[src/rtl/if_fetch_unit_pkg.sv]
// Shared definitions for the instruction-fetch stage: reset/enable levels,
// bus widths and the {pc, inst} entry carried from the ROM to IF/ID.
package if_fetch_unit_pkg;

  localparam logic RstEnable   = 1'b1;
  localparam logic RstDisable  = 1'b0;
  localparam logic ChipEnable  = 1'b1;
  localparam logic ChipDisable = 1'b0;

  localparam int InstAddrBus = 32;
  localparam int InstBus     = 32;

  localparam logic [InstBus-1:0] ZeroWord = '0;

  typedef struct packed {
    logic [InstAddrBus-1:0] pc;
    logic [InstBus-1:0]     inst;
  } fetch_entry_t;

  // Instruction addresses are word aligned; the low two bits are dropped.
  function automatic logic [InstAddrBus-1:0] word_align(input logic [InstAddrBus-1:0] a);
    return a & ~InstAddrBus'(3);
  endfunction

endpackage

[src/rtl/if_fetch_unit_fetch_fifo.sv]
// Small circular queue of fetched {pc, inst} entries. Head/tail pointers wrap
// naturally because DEPTH is a power of two; flush empties it in one edge.
module fetch_fifo
  import if_fetch_unit_pkg::*;
#(
  parameter  int DEPTH = 2,
  localparam int AW    = $clog2(DEPTH),
  localparam int CW    = AW + 1
) (
  input  logic         clk,
  input  logic         rst,
  input  logic         push,
  input  fetch_entry_t push_entry,
  input  logic         pop,
  input  logic         flush,
  output fetch_entry_t head_entry,
  output logic [CW-1:0] count
);

  fetch_entry_t  mem_q [DEPTH];
  logic [AW-1:0] head_q;
  logic [AW-1:0] tail_q;
  logic [CW-1:0] count_q;
  logic          full;
  logic          do_pop;
  logic          do_push;

  assign full    = (count_q == CW'(DEPTH));
  assign do_pop  = pop & (count_q != '0);
  assign do_push = push & (~full | do_pop);

  // Pointer and occupancy bookkeeping; flush discards every entry.
  always_ff @(posedge clk) begin
    if (rst == RstEnable) begin
      head_q  <= '0;
      tail_q  <= '0;
      count_q <= '0;
    end else if (flush) begin
      head_q  <= '0;
      tail_q  <= '0;
      count_q <= '0;
    end else begin
      if (do_push) tail_q <= tail_q + AW'(1);
      if (do_pop)  head_q <= head_q + AW'(1);
      count_q <= count_q + CW'(do_push) - CW'(do_pop);
    end
  end

  // The fetch credit scheme must never push into a full queue.
  always_ff @(posedge clk) begin
    if (rst != RstEnable && !flush) begin
      assert (!(push && full && !do_pop))
        else $error("fetch_fifo: push into a full queue");
    end
  end

  // Entry storage is pure data and is not reset.
  always_ff @(posedge clk) begin
    if (do_push) mem_q[tail_q] <= push_entry;
  end

  assign head_entry = mem_q[head_q];
  assign count      = count_q;

endmodule

[src/rtl/if_fetch_unit.sv]
// Instruction-fetch stage: owns the PC, issues one-cycle-latency ROM reads
// under a credit limit, queues returned words and hands {pc, inst} to IF/ID.
module if_fetch_unit
  import if_fetch_unit_pkg::*;
#(
  parameter logic [InstAddrBus-1:0] RESET_PC = 32'h00000000,
  parameter int                     DEPTH    = 2
) (
  input  logic                   clk,
  input  logic                   rst,
  output logic                   rom_ce_o,
  output logic [InstAddrBus-1:0] rom_addr_o,
  input  logic [InstBus-1:0]     rom_data_i,
  output logic                   if_valid_o,
  output logic [InstAddrBus-1:0] if_pc_o,
  output logic [InstBus-1:0]     if_inst_o,
  input  logic                   id_ready_i,
  input  logic                   branch_flag_i,
  input  logic [InstAddrBus-1:0] branch_target_i
);

  localparam int CW = $clog2(DEPTH) + 1;
  localparam logic [CW:0] DepthOcc = (CW+1)'(DEPTH);

  logic [InstAddrBus-1:0] pc_q;
  logic [InstAddrBus-1:0] inflight_pc_q;
  logic                   running_q;
  logic                   inflight_q;
  logic [CW-1:0]          count;
  logic [CW:0]            occ;
  logic                   pop;
  logic                   push;
  logic                   issue;
  fetch_entry_t           head_entry;
  fetch_entry_t           push_entry;

  assign if_valid_o = (count != '0);
  assign if_pc_o    = if_valid_o ? head_entry.pc   : ZeroWord;
  assign if_inst_o  = if_valid_o ? head_entry.inst : ZeroWord;

  // Credits: queued entries plus the returning word, less the one ID takes now.
  assign pop   = if_valid_o & id_ready_i;
  assign occ   = {1'b0, count} + (CW+1)'(inflight_q) - (CW+1)'(pop);
  assign issue = running_q & (occ < DepthOcc) & ~branch_flag_i & (rst != RstEnable);

  assign rom_ce_o   = issue ? ChipEnable : ChipDisable;
  assign rom_addr_o = pc_q;

  // A word returning across a redirect belongs to the old path and is dropped.
  assign push       = inflight_q & ~branch_flag_i;
  assign push_entry = '{pc: inflight_pc_q, inst: rom_data_i};

  // PC, start-up and in-flight control.
  always_ff @(posedge clk) begin
    if (rst == RstEnable) begin
      pc_q       <= RESET_PC;
      running_q  <= 1'b0;
      inflight_q <= 1'b0;
    end else begin
      running_q  <= 1'b1;
      inflight_q <= issue;
      if (branch_flag_i) pc_q <= word_align(branch_target_i);
      else if (issue)    pc_q <= pc_q + InstAddrBus'(4);
    end
  end

  // PC of the outstanding read travels with it to pair with the returned word.
  always_ff @(posedge clk) begin
    if (issue) inflight_pc_q <= pc_q;
  end

  fetch_fifo #(.DEPTH(DEPTH)) u_fifo (
    .clk        (clk),
    .rst        (rst),
    .push       (push),
    .push_entry (push_entry),
    .pop        (pop),
    .flush      (branch_flag_i),
    .head_entry (head_entry),
    .count      (count)
  );

endmodule

[config.mk]
export PLATFORM = sky130hd
export DESIGN_NAME = if_fetch_unit
export DESIGN_NICKNAME = d
export VERILOG_FILES = /design/src/rtl/if_fetch_unit_pkg.sv /design/src/rtl/if_fetch_unit_fetch_fifo.sv /design/src/rtl/if_fetch_unit.sv
export SDC_FILE = /design/constraint.sdc
export NUM_CORES = 1
export LEC_CHECK = 0
export CAP_MARGIN = 0
export CORE_MARGIN = 3
export CORE_UTILIZATION = 56
export DETAILED_ROUTE_END_ITERATION = 10
export PLACE_DENSITY_LB_ADDON = 0.12
export SLEW_MARGIN = 20
export SYNTH_ARGS = -nofsm -noshare
export SYNTH_HDL_FRONTEND = slang
export SYNTH_HIERARCHICAL = 1
export SYNTH_SLANG_ARGS = --single-unit
[constraint.sdc]
create_clock -name clk -period 13.9 [get_ports clk]
set_clock_uncertainty 0.2 [all_clocks]
set_input_delay 2.78 -clock clk [delete_from_list [all_inputs] [get_ports clk]]
set_output_delay 2.78 -clock clk [all_outputs]
set_load 0.01 [all_outputs]
Word level (Yosys, flattened, before mapping)
Memory sizes are Yosys's and may differ from the RTL's. A register that Yosys moved wholly into a read port is not among the register bits.
Index checks and enable logic that the tools add are counted.

word-level totals
  RAM bits = 128
  logic and storage cells = 42
  flip-flop bits (word level) = 70
  output and inout port bits = 98
  memories kept = 1

cells by class
  mux-type cells = 10
  reductions and logical operators = 3
  magnitude comparators = 1
  add/subtract/negate cells = 7
  equal/unequal tests = 1
  bitwise gates (word level) = 11

memory list
  memory        words  width  read ports  clocked after memory_dff  wr ports  line                            RTL
  u_fifo.mem_q  2      64     1           1                         1         if_fetch_unit_fetch_fifo.sv:20  fetch_entry_t mem_q [DEPTH];

operators by type and width
  kind                                                                           count
  32-bit 2-to-1 mux                                                              4
  32-bit by 3-bit adder with 32-bit output (second input constant)               1
  1-bit bitwise AND                                                              7
  1-bit 2-to-1 mux                                                               6
  2-bit nonzero test                                                             2
  2-bit by 1-bit adder with 3-bit output                                         1
  3-bit by 2-bit less-than comparator with 1-bit output (second input constant)  1
  1-bit inverter                                                                 3
  3-bit by 1-bit subtractor with 3-bit output                                    1
  1-bit adder (second input constant)                                            2
  2-bit by 1-bit adder with 2-bit output                                         1
  2-bit equality test (second input constant)                                    1
  2-bit OR reduction                                                             1
  2-bit by 1-bit subtractor with 2-bit output                                    1
  1-bit bitwise OR                                                               1

Longest topological paths before layout
  depth after elaboration = 9
  gate-level depth with buffers = 12
  depth with buffers taken out = 10

Cells and area by module
The synthesis kept the hierarchy.

modules (own cells, without submodules)
  module         times used  cells an instance  area an instance (um^2)  seq. area each (um^2)
  fetch_fifo     1           224                5163.7                   3943.8
  if_fetch_unit  1           319                3124.2                   1541.5

Worst setup path after synthesis
No wires, ideal clock.

  path kind = input -> output
  from = input id_ready_i
  to = output rom_ce_o
  setup slack = 5.619 ns
  arrival time = 5.301 ns
  stages = 8
  data required time = 10.920 ns
  cell sequence = and2_1 ha_1 nand2b_1 fa_1 xnor2_1 and2_1 clkbuf_1 and3_1

on the way
  word-level cells in the longest chain between the ends = 7

RTL lines
  item                                                   line                 RTL
  from (decl)                                            if_fetch_unit.sv:17  input logic id_ready_i,
  1-bit bitwise AND                                      if_fetch_unit.sv:42  assign pop = if_valid_o & id_ready_i;
  3-bit by 1-bit subtractor with 3-bit output            if_fetch_unit.sv:43  assign occ = {1'b0, count} + (CW+1)'(inflight_q) - (CW+1)'(pop);
  3-bit by 2-bit less-than comparator with 1-bit output  if_fetch_unit.sv:44  assign issue = running_q & (occ < DepthOcc) & ~branch_flag_i & (rst != RstEnable);
  1-bit bitwise AND (3 in series)                        if_fetch_unit.sv:44
  1-bit 2-to-1 mux                                       if_fetch_unit.sv:46  assign rom_ce_o = issue ? ChipEnable : ChipDisable;
  to (decl)                                              if_fetch_unit.sv:11  output logic rom_ce_o,

No other way between the ends.

Worst setup path after layout
  from = input id_ready_i
  to = output rom_ce_o

on the way
  word-level cells in the longest chain between the ends = 7

RTL lines
  item                                                   line                 RTL
  1-bit bitwise AND                                      if_fetch_unit.sv:42
  net pop                                                if_fetch_unit.sv:31  logic pop;
  3-bit by 1-bit subtractor with 3-bit output            if_fetch_unit.sv:43
  3-bit by 2-bit less-than comparator with 1-bit output  if_fetch_unit.sv:44
  1-bit bitwise AND (3 in series)                        if_fetch_unit.sv:44
  1-bit 2-to-1 mux                                       if_fetch_unit.sv:46

The timed path passes the listed nets, and every way through them passes these cells.

==> flow_summary.ini <==
[detailed_routing]
dr.pass1.iters = 4
detail_route.iter0.violations = 384
routedWlPerCell_um = 17.1
wl_um = 15400
drcViolationCount = 0
viasPerCell = 5.39
vias = 4850
ant_nets = 0

[timing]
worst_slack_ns = 4.70
tns_ns = 0
tightest_slew_ns = 0.973
grt_setup_unrepaired = false
finalHoldViolations = 0
fin_crit_sh_pct = 66.2
maxSlewViolCount = 0
layout_min_cycle_time_ns = 9.20
fmax_mhz = 109
max-slew-margin-rel_pct = 35.1
setup_viol = 0

[power]
ir_worst_vdd_mv = 0.0973
leakage_nw = 3.65
power.density_mw_per_mm2 = 114

[cells_and_area]
drive_gt1_share_pct = 15.6
diodes = 0
final_nets = 779
syn2layout_area_growth_pct = 27.6
postLayoutCoreUtil_pct = 74.8

[worst_setup_path]
worst_path_max_delay_cell = clkdlybuf4s50_1
cp.arrival_ns = 6.22
cp-start-kind = input port
path_cells = clkdlybuf4s50_1 -> and2_1 -> ha_1 -> nand2b_1 -> fa_1 -> xnor2_1 -> and2_1 -> and3_1 -> buf_4 -> clkdlybuf4s50_1
worst_ep_required_time_ns = 10.92
critPathCaptureType = output port
worstPathMaxFanout = 31
max_stage_delay_ns = 0.63
crit_type = in -> out

[logic_synthesis]
synth_ff_type = edfxtp_1
avgSynthCellArea_um2 = 15.3
netlist_area_mm2 = 0.00829
ys.warnings.count = 6
yosys.cell_types.count = 42
synth_enable_flop_cells = 158
synth_seq_area_share_pct = 66.2
ys_async_sr_fraction_pct = 0
ys_ff_latch = 195
synth_cells = 543

[die]
io_pins = 166
start_util_pct = 58.6
core_area_mm2 = 0.0141
dieHeight_um = 128
die_w_um = 128
std_cell_rows = 43
dieArea_mm2 = 0.0163

[clock_tree]
htree_levels = 4
hold_buffers = 0
cts_buffers = 17
numClockSinks = 195
clockRootBuffer = clkbuf_16
cts.path.max_buffers = 2
worstSkewPairLatency_ns = 0.42
post_cts_resized = 0
cts_tree = built
post_cts_buffers = 0
cts.clk_slew.worst_paths_ns = 0.07

[global_route]
grt_overflow = 0
grt_max_degree = 67
grt_pass1_vias = 4891
grt_pass1_wl_um = 24600
track_usage_pct = 19.4
antenna_found_initial = 0

[job]
max-cap-violations = 0

[placement]
io_buffer_count = 161
gp_congestion = 0.875
placement.setup.worst_slack_ns = 4.74
hpwl_um = 10200

[worst_hold_path]
hold_class = reg -> reg

[status]
outcome = complete, no violations
[kinds of logic after synthesis]
group	share of synthesized area, %
AOI/OAI and AO/OA	3.77
other	0.0452
and+or+nand+nor	11.9
xor gates and xnor gates	2.64
DFF	66.2
adders and majority gates	0.845
muxes	11.7
buffers and inverters	2.94
[sequential cells by signal, indices dropped and copies added, names as in the netlist, named ones only]
register       count
u_fifo/mem_q     128
running_q          1
inflight_q         1
inflight_pc_q     30
rom_addr_o        30
u_fifo/tail_q      1
u_fifo/count       2
u_fifo/head_q      1
[metrics by stage]
stage               instance area, µm²  total power [W]  hold WS, ns  cells
CTS                              10600          0.00122        0.252    899
global route                     10600          0.00125        0.262    899
finish                           10600          0.00121        0.252    899
global placement                  9990         0.000735        0.226    867
floorplan                         8310         0.000694        0.221    548
detailed placement                9990         0.000738        0.232    867
[cells in the final DEF (no fill, tap or decap), types with 3 or more instances in the layout]
cell	synthesis	final
clkinvlp_4	0	3
or3_1	8	8
conb_1	1	6
o21ai_0	9	9
nand2_1	14	14
a311oi_1	8	8
clkbuf_16	0	17
and2_1	70	70
nor2_1	28	26
mux2_4	60	60
a21oi_1	3	3
clkdlybuf4s50_1	0	161
ha_1	4	4
nand3_1	13	13
buf_4	2	5
nand4_1	8	8
nor3_1	12	12
dfxtp_1	37	36
edfxtp_1	158	158
mux2_2	4	4
inv_1	6	6
a211oi_1	17	17
inv_6	0	5
xnor2_1	20	20
and3_1	9	9
xor2_1	5	5
[power by group]
group          switching (W)  leakage [nW]  internal (W)
clock network       0.000209         0.281      0.000273
logic              0.0000278          1.62     0.0000410
registers          0.0000140          1.75      0.000643
total               0.000251          3.65      0.000957
[metal layers]
| layer | wire length [µm] | track usage (%) |
|---|---|---|
| met1 | 7010 | 26.5 |
| met2 | 7180 | 30.6 |
| met3 | 961 | 5.08 |
| met4 | 246 | 6.30 |
| met5 | 0 | 0 |
[worst max-delay path, delay by kind of cell]
family / cells / cell delay (ns)
adders and majority gates: 2 / 0.64
xor gates and xnor gates: 1 / 0.40
and+or+nand+nor: 4 / 0.93
buffers and inverters: 3 / 1.45
[cells in the mapped netlist (3+ instances only)]
cell        n  area [µm²]
a21oi_1     3        15.0
a211oi_1   17         128
mux2_4     60         901
nor3_1     12        60.1
mux2_2      4        45.0
or3_1       8        50.1
xnor2_1    20         175
inv_1       6        22.5
nand4_1     8        50.1
ha_1        4        50.1
edfxtp_1  158        4740
buf_12      6         120
and2_1     70         438
nand2_1    14        52.6
a311oi_1    8        70.1
xor2_1      5        43.8
clkbuf_1   17        63.8
nor2_1     28         105
dfxtp_1    37         741
nand3_1    13        65.1
and3_1      9        56.3
o21ai_0     9        45.0
[final timing paths]
path               startpoint             endpoint  slack (ns)  cells after the start
min reg2reg  inflight_pc_q[2]  u_fifo/mem_q[0][34]        0.25                      0
max reg2reg   u_fifo/count[0]       rom_addr_o[31]        8.95                     10
min          inflight_pc_q[2]  u_fifo/mem_q[0][34]        0.25                      0
max                id_ready_i             rom_ce_o        4.70                     10
[final cells by class]
class | count | area [µm²]
well taps | 180 | 225
repair buffers | 166 | 1650
clock inverters | 13 | 149
clock buffers | 19 | 443
inverters | 8 | 30.0
multi-input cells | 318 | 2590
flip-flops and latches | 195 | 5490
fillers | 895 | 3570
(Power assumes the default switching activity.)
